## config.mk

```make
export PLATFORM = sky130hd
export DESIGN_NAME = ttt_move_controller
export DESIGN_NICKNAME = d
export VERILOG_FILES = /design/src/rtl/ttt_move_controller.sv
export SDC_FILE = /design/constraint.sdc
export NUM_CORES = 1
export LEC_CHECK = 0
export ABC_AREA = 1
export CAP_MARGIN = 40
export CORE_ASPECT_RATIO = 1.4
export CORE_UTILIZATION = 37
export DETAILED_ROUTE_END_ITERATION = 8
export PLACE_DENSITY = 0.73
export SLEW_MARGIN = 15
export SYNTH_ARGS = -nofsm -noshare
export SYNTH_HDL_FRONTEND = slang
export SYNTH_SLANG_ARGS = --single-unit
```

## constraint.sdc

```tcl
create_clock -name clock -period 2.7 [get_ports clock]
set_input_delay 0.81 -clock clock [delete_from_list [all_inputs] [get_ports clock]]
set_output_delay 0.81 -clock clock [all_outputs]
set_load 0.02 [all_outputs]
```

## src/rtl/ttt_move_controller.sv

```systemverilog
// ttt_move_controller: sequences a 3x3 tic-tac-toe game on top of cell_module.
// Validates raw move requests against an internal board mirror, issues a
// select pulse of SELECT_CYCLES clocks per legal move, alternates players,
// and detects a win or a draw before halting until a new game is requested.
module ttt_move_controller #(
    parameter int FIRST_PLAYER  = 0,
    parameter int SELECT_CYCLES = 1
) (
    input  logic        clock,
    input  logic        reset,
    input  logic        move_req,
    input  logic [1:0]  row_in,
    input  logic [1:0]  col_in,
    input  logic        new_game,
    output logic        player,
    output logic        select,
    output logic [1:0]  row,
    output logic [1:0]  col,
    output logic        cell_clear,
    output logic [17:0] board,
    output logic [3:0]  move_count,
    output logic        illegal_move,
    output logic        game_over,
    output logic [1:0]  winner
);

    typedef enum logic [2:0] {
        S_PLAY   = 3'd0,
        S_CHECK  = 3'd1,
        S_COMMIT = 3'd2,
        S_EVAL   = 3'd3,
        S_DONE   = 3'd4
    } state_t;

    localparam logic       FIRST_P     = 1'(FIRST_PLAYER);
    localparam logic [1:0] SEL_CNT_TOP = 2'(SELECT_CYCLES - 1);

    state_t      state_q;
    logic        player_q;
    logic        select_q;
    logic [1:0]  row_q;
    logic [1:0]  col_q;
    logic        cell_clear_q;
    logic [17:0] board_q;
    logic [3:0]  move_count_q;
    logic        illegal_q;
    logic        game_over_q;
    logic [1:0]  winner_q;
    logic [1:0]  sel_cnt_q;

    // Per-cell view of the packed board mirror.
    logic [1:0] cell_w [9];

    genvar gi;
    generate
        for (gi = 0; gi < 9; gi++) begin : g_cells
            assign cell_w[gi] = board_q[2*gi+1 : 2*gi];
        end
    endgenerate

    // Line checks: entries 0..2 are rows, 3..5 columns, 6..7 diagonals.
    logic [1:0] line_code [8];
    logic [7:0] line_win;

    generate
        for (gi = 0; gi < 3; gi++) begin : g_lines
            assign line_code[gi]   = cell_w[3*gi];
            assign line_win[gi]    = (cell_w[3*gi] != 2'b00)
                                   && (cell_w[3*gi] == cell_w[3*gi+1])
                                   && (cell_w[3*gi] == cell_w[3*gi+2]);
            assign line_code[3+gi] = cell_w[gi];
            assign line_win[3+gi]  = (cell_w[gi] != 2'b00)
                                   && (cell_w[gi] == cell_w[gi+3])
                                   && (cell_w[gi] == cell_w[gi+6]);
        end
    endgenerate

    assign line_code[6] = cell_w[0];
    assign line_win[6]  = (cell_w[0] != 2'b00) && (cell_w[0] == cell_w[4])
                        && (cell_w[0] == cell_w[8]);
    assign line_code[7] = cell_w[2];
    assign line_win[7]  = (cell_w[2] != 2'b00) && (cell_w[2] == cell_w[4])
                        && (cell_w[2] == cell_w[6]);

    // Winning code of any completed line; 00 when no line is complete.
    logic [1:0] win_code_d;
    always_comb begin
        win_code_d = 2'b00;
        for (int l = 0; l < 8; l++) begin
            if (line_win[l]) begin
                win_code_d = line_code[l];
            end
        end
    end

    // Legality of the latched request: off-board coordinate or occupied cell.
    logic [3:0] cell_idx_d;
    logic       target_busy_d;
    logic       move_illegal_d;
    always_comb begin
        cell_idx_d    = ({2'b00, row_q} * 4'd3) + {2'b00, col_q};
        target_busy_d = 1'b0;
        if ((row_q != 2'd3) && (col_q != 2'd3)) begin
            target_busy_d = (cell_w[cell_idx_d] != 2'b00);
        end
        move_illegal_d = (row_q == 2'd3) || (col_q == 2'd3) || target_busy_d;
    end

    // Game sequencer with registered outputs; new_game overrides any state.
    always_ff @(posedge clock) begin
        if (!reset) begin
            state_q      <= S_PLAY;
            player_q     <= FIRST_P;
            select_q     <= 1'b0;
            row_q        <= 2'd0;
            col_q        <= 2'd0;
            cell_clear_q <= 1'b0;
            board_q      <= 18'd0;
            move_count_q <= 4'd0;
            illegal_q    <= 1'b0;
            game_over_q  <= 1'b0;
            winner_q     <= 2'b00;
            sel_cnt_q    <= 2'd0;
        end else if (new_game) begin
            state_q      <= S_PLAY;
            player_q     <= FIRST_P;
            select_q     <= 1'b0;
            cell_clear_q <= 1'b1;
            board_q      <= 18'd0;
            move_count_q <= 4'd0;
            illegal_q    <= 1'b0;
            game_over_q  <= 1'b0;
            winner_q     <= 2'b00;
            sel_cnt_q    <= 2'd0;
        end else begin
            cell_clear_q <= 1'b0;
            illegal_q    <= 1'b0;
            case (state_q)
                S_PLAY: begin
                    if (move_req) begin
                        row_q   <= row_in;
                        col_q   <= col_in;
                        state_q <= S_CHECK;
                    end
                end
                S_CHECK: begin
                    if (move_illegal_d) begin
                        illegal_q <= 1'b1;
                        state_q   <= S_PLAY;
                    end else begin
                        select_q     <= 1'b1;
                        sel_cnt_q    <= SEL_CNT_TOP;
                        move_count_q <= move_count_q + 4'd1;
                        for (int k = 0; k < 9; k++) begin
                            if (cell_idx_d == 4'(k)) begin
                                board_q[2*k +: 2] <= player_q ? 2'b10 : 2'b01;
                            end
                        end
                        state_q <= S_COMMIT;
                    end
                end
                S_COMMIT: begin
                    if (sel_cnt_q == 2'd0) begin
                        select_q <= 1'b0;
                        state_q  <= S_EVAL;
                    end else begin
                        sel_cnt_q <= sel_cnt_q - 2'd1;
                    end
                end
                S_EVAL: begin
                    if (win_code_d != 2'b00) begin
                        winner_q    <= win_code_d;
                        game_over_q <= 1'b1;
                        state_q     <= S_DONE;
                    end else if (move_count_q == 4'd9) begin
                        winner_q    <= 2'b11;
                        game_over_q <= 1'b1;
                        state_q     <= S_DONE;
                    end else begin
                        player_q <= ~player_q;
                        state_q  <= S_PLAY;
                    end
                end
                S_DONE: begin
                    state_q <= S_DONE;
                end
                default: begin
                    state_q <= S_PLAY;
                end
            endcase
        end
    end

    assign player       = player_q;
    assign select       = select_q;
    assign row          = row_q;
    assign col          = col_q;
    assign cell_clear   = cell_clear_q;
    assign board        = board_q;
    assign move_count   = move_count_q;
    assign illegal_move = illegal_q;
    assign game_over    = game_over_q;
    assign winner       = winner_q;

endmodule

```

**Yosys cells after proc, flatten, opt, wreduce, memory -nomap -nowiden**

Index checks and enable logic that the tools add are counted.

- Add/subtract/negate cells: 3
- Multipliers: 1
- Order comparisons: 1
- Eq/ne operators: 37
- Multiplexer cells: 31
- Bitwise logic cells: 8
- Reductions and logical operators: 49

Operators with widths:

| operator | number |
|---|---|
| 3-bit AND reduction | 13 |
| 2-bit == test | 16 |
| 2-bit two-way mux | 16 |
| 2-bit nonzero test | 9 |
| 1-bit logical AND | 17 |
| 4-bit by 3-bit == test with 1-bit output, second input constant | 4 |
| 3-bit one-hot mux with 5 select lines | 1 |
| 3-bit two-way mux | 4 |
| 2-bit != test, second input constant | 6 |
| 2-bit binary-select mux with 4-bit select | 1 |
| 4-bit by 2-bit == test with 1-bit output, second input constant | 2 |
| 4-bit == test, second input constant | 2 |
| 1-bit two-way mux | 7 |
| 1-bit inverter | 7 |
| 3-bit by 2-bit == test with 1-bit output, second input constant | 2 |
| 2-bit AND reduction | 3 |
| 5-bit greater-or-equal comparator, second input constant | 1 |
| 4-bit inverter with 5-bit output | 1 |
| 4-bit by 1-bit adder with 4-bit output, second input constant | 1 |
| 4-bit by 2-bit adder with 4-bit output | 1 |
| 2-bit == test, second input constant | 2 |
| 4-bit by 1-bit == test with 1-bit output, second input constant | 1 |
| 4-bit zero test | 1 |
| 2-bit by 2-bit multiplier with 4-bit output, second input constant | 1 |
| other kinds (10) | 11 |

- Register bits: 38
- Input port bits: 8
- Output and inout bits: 33
- Logic and storage cells: 150

**Logic depth before layout (Yosys ltp)**

- Depth after elaboration: 14
- Mapped depth: 19
- Mapped depth without buffers: 19

**Worst setup path after synthesis**

Ideal clock, no wire load.

- Kind: reg2reg
- Start point: register row_q[0], in the netlist row[0]
- End point: register board_q[9], in the netlist board[9]
- Library setup time: 0.119 ns
- Data arrival time: 2.613 ns
- Data required time: 2.581 ns
- Setup slack: -0.033 ns
- Cell stages (with the launch flop): 15
- Buffers on the path: 0
- Period minus slack after synthesis: 2.733 ns
- Path through: dfxtp_1 fa_1 ha_1 inv_1 fa_1 nand2_1 inv_1 a21oi_2 nand3_4 inv_4 nand2_4 clkinv_2 nand3_2 nand2_1 a21oi_1

- Longest elaborated chain between the ends: 11
- Elaborated cells on any way between the ends: 16
- Those cells by class: add/sub (1); mul (1); eq/ne (3); mux (4); bitwise (2); reduce/logical (5)

Ends and longest elaborated chain:

| item | RTL line | text |
|---|---|---|
| start: declaration | 41 | `logic [1:0] row_q;` |
| start signal: assignment | 141 | `row_q <= row_in;` |
| 2-bit by 2-bit multiplier with 4-bit output | 101 | `cell_idx_d = ({2'b00, row_q} * 4'd3) + {2'b00, col_q};` |
| 4-bit by 2-bit adder with 4-bit output | 101 |  |
| 4-bit inverter with 5-bit output (implied by the code) | 104 | `target_busy_d = (cell_w[cell_idx_d] != 2'b00);` |
| 2-bit binary-select mux with 4-bit select | 104 |  |
| 2-bit two-way mux (implied by the code) (2 in series) | 104 |  |
| 2-bit nonzero test | 104 |  |
| 1-bit two-way mux | 103 | `if ((row_q != 2'd3) && (col_q != 2'd3)) begin` |
| 1-bit logical OR | 106 | `move_illegal_d = (row_q == 2'd3) \|\| (col_q == 2'd3) \|\| target_busy_d;` |
| 1-bit inverter (no line) | - |  |
| 3-bit AND reduction (no line) * | - |  |
| end signal: indexed assignment | 156 | `board_q[2*k +: 2] <= player_q ? 2'b10 : 2'b01;` |
| end: declaration | 44 | `logic [17:0] board_q;` |

Every way passes the cells marked *; elsewhere a longest branch is shown, timed or not. The select of a mux whose other input is x is not followed.
A chain may end at the register's enable or synchronous reset.

**Worst setup path in the final report**

- Start point: register row_q[0], in the netlist row[0]
- End point: register board_q[11], in the netlist board[11]

The elaborated chain is that of the path after synthesis.

==> summary.txt <==
Outcome: completed
Synth Area in Compound Gates: 16.6%
CTS max path bufs: 2
CP startpoint kind: register
Share of the synthesized area in the top cell type: 33.7%
Final nets: 401
ANT cells: 0
Synth warn: 0
Tmin final: 2.67 ns
DRT iter0 DRCs: 279
Worst-margin pin slew: 0.640 ns
Post-Synthesis Cells: 331
WL per Instance: 13.7 um
Largest area contributor in the netlist: dfxtp_1
Fin crit share: 98.9%
TritonCTS clock tree: built
Main combinational cell family by area after synthesis: simple AND/OR/NAND/NOR gates
First-pass GRT wire length: 10.2 mm
Clock Pin Slew Worst Setup and Hold Paths: 0.08 ns
Num rows: 33
Post-Synth XOR/XNOR Area: 0.388%
Synth Area in Adders: 5.09%
DR vias/cell: 5.29
Post-route insts no fill: 456
Setup slack after layout: 0.0286 ns
Final Hold Slack: 0.461 ns
Num ports: 41
GR Util All Layers: 21.0%
Initial antenna violation count: 0
Leakage: 1.17 nW
Critical-path cell list: fa_1 -> ha_1 -> inv_1 -> fa_1 -> nand3_2 -> o21ai_2 -> a21oi_2 -> nand3_4 -> inv_6 -> nand2_4 -> clkinv_2 -> nand3_2 -> nand2_2 -> a21oi_2
DR vias: 2414
GRT overflow: 0
Final setup violation count: 0
Crit Path Category: register to register
Fin. max-slew vios: 0
Commonest cells after routing, fill and taps aside: nand2_1 (58), inv_1 (47), clkdlybuf4s50_1 (40)
Number of clock sinks: 38
Yosys cell types: 36
Drc violations: 0
CORE AREA: 5860 um2
Largest net degree at the start of global routing: 15
Fraction of layout cells with a size suffix above 1: 17.6%
Reg-to-Reg Start: row[0]
Worst-Skew Late Latency: 0.29 ns
DP HPWL: 4.67 mm
Total die area: 6430 um2
Area contributors post-synth: dfxtp_1 (34%), nand2_1 (10%), inv_1 (7.8%)
Delay-heaviest family, CP: adder cells
DP Worst Slack: 0.0388 ns
Max-slew headroom: 57.0%
Pwr dens: 459 nW/um2
Syn avg cell area: 6.83 um2
Setup Skew: 0.00608 ns
Effective utilization at floorplan: 38.5%
Port Buffer Count: 40
Highest clock rate: 374 MHz
Area Overhead vs Synth: 32.6%
Max-cap violations: 0
Hold buffer count at cts: 0
Type of the most critical hold path: register to register
Total Wirelength: 6.23 mm
Critical Path Max Stage Delay: 0.53 ns
Syn Nets: 347
H-Tree Depth: 2
# fillers: 585
Yosys reg bits: 38
Post-Synth Simple-Gate Area: 33.8%
Die W: 68.0 um
Seq/Total Area, Yosys: 33.7%
Routability-driven placement congestion ratio: 0.900
Clk root buf: clkbuf_8
RSZ-0062 raised after global routing: yes
Post-route ant nets: 0
Final hold violations: 0
Cell Area, Synth: 2260 um2
Vias in the first global route: 2262
Worst VDD drop: 0.000338 V
Total CTS buffers: 5
CP Launch Point: row[0]
DR pass1 iterations: 4
WP data required: 2.89 ns
Worst EP arrival: 2.86 ns
Die Span Y: 94.5 um
Buf+Inv Stages, Crit Path: 3
Post-synthesis mux area share: 0%
Max Fanout on Critical Path: 6
Worst hold path startpoint: winner[1]
Placed insts: 446
CP max-delay cell: fa_1
Worst Setup End Kind: register
Commonest non-fill, non-tap cell in the layout: nand2_1
-- per-layer routing --
layer  share of wire, %  wire (um)  vias to the layer above  global-route usage (%)
met5                  0          0                        -                       0
met4                3.9        244                        0                    11.6
met3                6.3        392                       20                    3.26
met2                 51       3170                      104                    36.3
met1                 39       2420                     1095                    23.7
li1                   -          -                     1195                       -
-- worst reg2reg max path, delay by kind of cell, from the launching register on --
| kind | cells | cell delay, ns |
|---|---|---|
| AND/OR/NAND/NOR | 5 | 0.53 |
| AO/OA/AOI/OAI | 3 | 0.27 |
| flip-flops | 1 | 0.34 |
| buffers and inverters | 3 | 0.26 |
| adder cells (fa/ha/maj) | 3 | 1.17 |
-- synthesized netlist by cell type --
master and number:
o31ai_1 2, nor2_1 24, fa_1 2, buf_2 1, clkbuf_1 2, nor2_4 2, o21ai_0 16, nor3b_1 1
o31ai_2 3, dfxtp_1 38, o21a_1 1, or2_2 2, clkinv_2 1, nor3_1 13, or2_4 1, xor2_1 1
nand3_1 27, ha_1 6, nand2_4 1, nand2_1 61, a21oi_2 4, nand4_2 1, inv_4 1, nand3_4 1
nor2_2 4, clkinv_1 2, inv_1 47, or2_1 1, a21oi_1 29, nor4_1 1, inv_2 8, o21ai_2 1
o21ai_1 9, nand2_2 5, nand4_1 10, nand3_2 2
-- repair_timing --
action / in CTS / in global routing
resized for setup: 0 / 13
setup endpoints to repair: 0 / 23
setup buffers: 0 / 2
-- cell type report --
class | instances | area [um2] | area share [%]
multi-input combinational | 231 | 1300 | 43.3
clock inverter | 2 | 60.1 | 2.01
sequential | 38 | 764 | 25.5
inverter | 59 | 228 | 7.60
tap | 70 | 87.6 | 2.92
clock buffer | 6 | 82.6 | 2.76
timing repair buffer | 50 | 475 | 15.9
-- power breakdown --
part / switching, mW / internal, mW / leakage (nW) / total, mW
Clock: 0.203 / 0.394 / 0.0714 / 0.597
Combinational: 0.119 / 0.0756 / 0.794 / 0.195
Sequential: 0.0119 / 0.570 / 0.308 / 0.582
Total: 0.334 / 1.04 / 1.17 / 1.37
-- logic make-up (layout without fill, tap and decap cells) --
family	Yosys count	in the layout
compound gates	65	65
xor+xnor	1	1
fa+ha+maj	8	8
flops	38	38
buf+inv	62	117
simple gates	157	157
-- stage by stage --
step / setup TNS [ns] / power [mW] / util (%) / cell area [um2]
floorplan: 0 / 0.711 / - / 2260
global placement: 0 / 0.776 / 47.7 / 2800
detailed placement: 0 / 0.779 / 47.7 / 2800
CTS: 0 / 1.38 / 50.2 / 2940
global route: -1.19 / 1.42 / 51.1 / 3000
finish: 0 / 1.37 / 51.1 / 3000
-- registers in the layout (all words and copies together), names as in the netlist, 2 cells and up --
signal	cells
board	18
col	2
move_count	4
row	2
sel_cnt_q	2
state_q	3
winner	2
-- worst paths after layout --
path / slack [ns] / depth (start not counted) / to
worst max register to register: 0.03 / 14 / board[11]
worst min-delay path: 0.46 / 2 / winner[1]
worst max-delay path: 0.03 / 14 / board[11]
worst min register to register: 0.46 / 2 / winner[1]
Note: power is estimated with default switching activity, not from simulation.
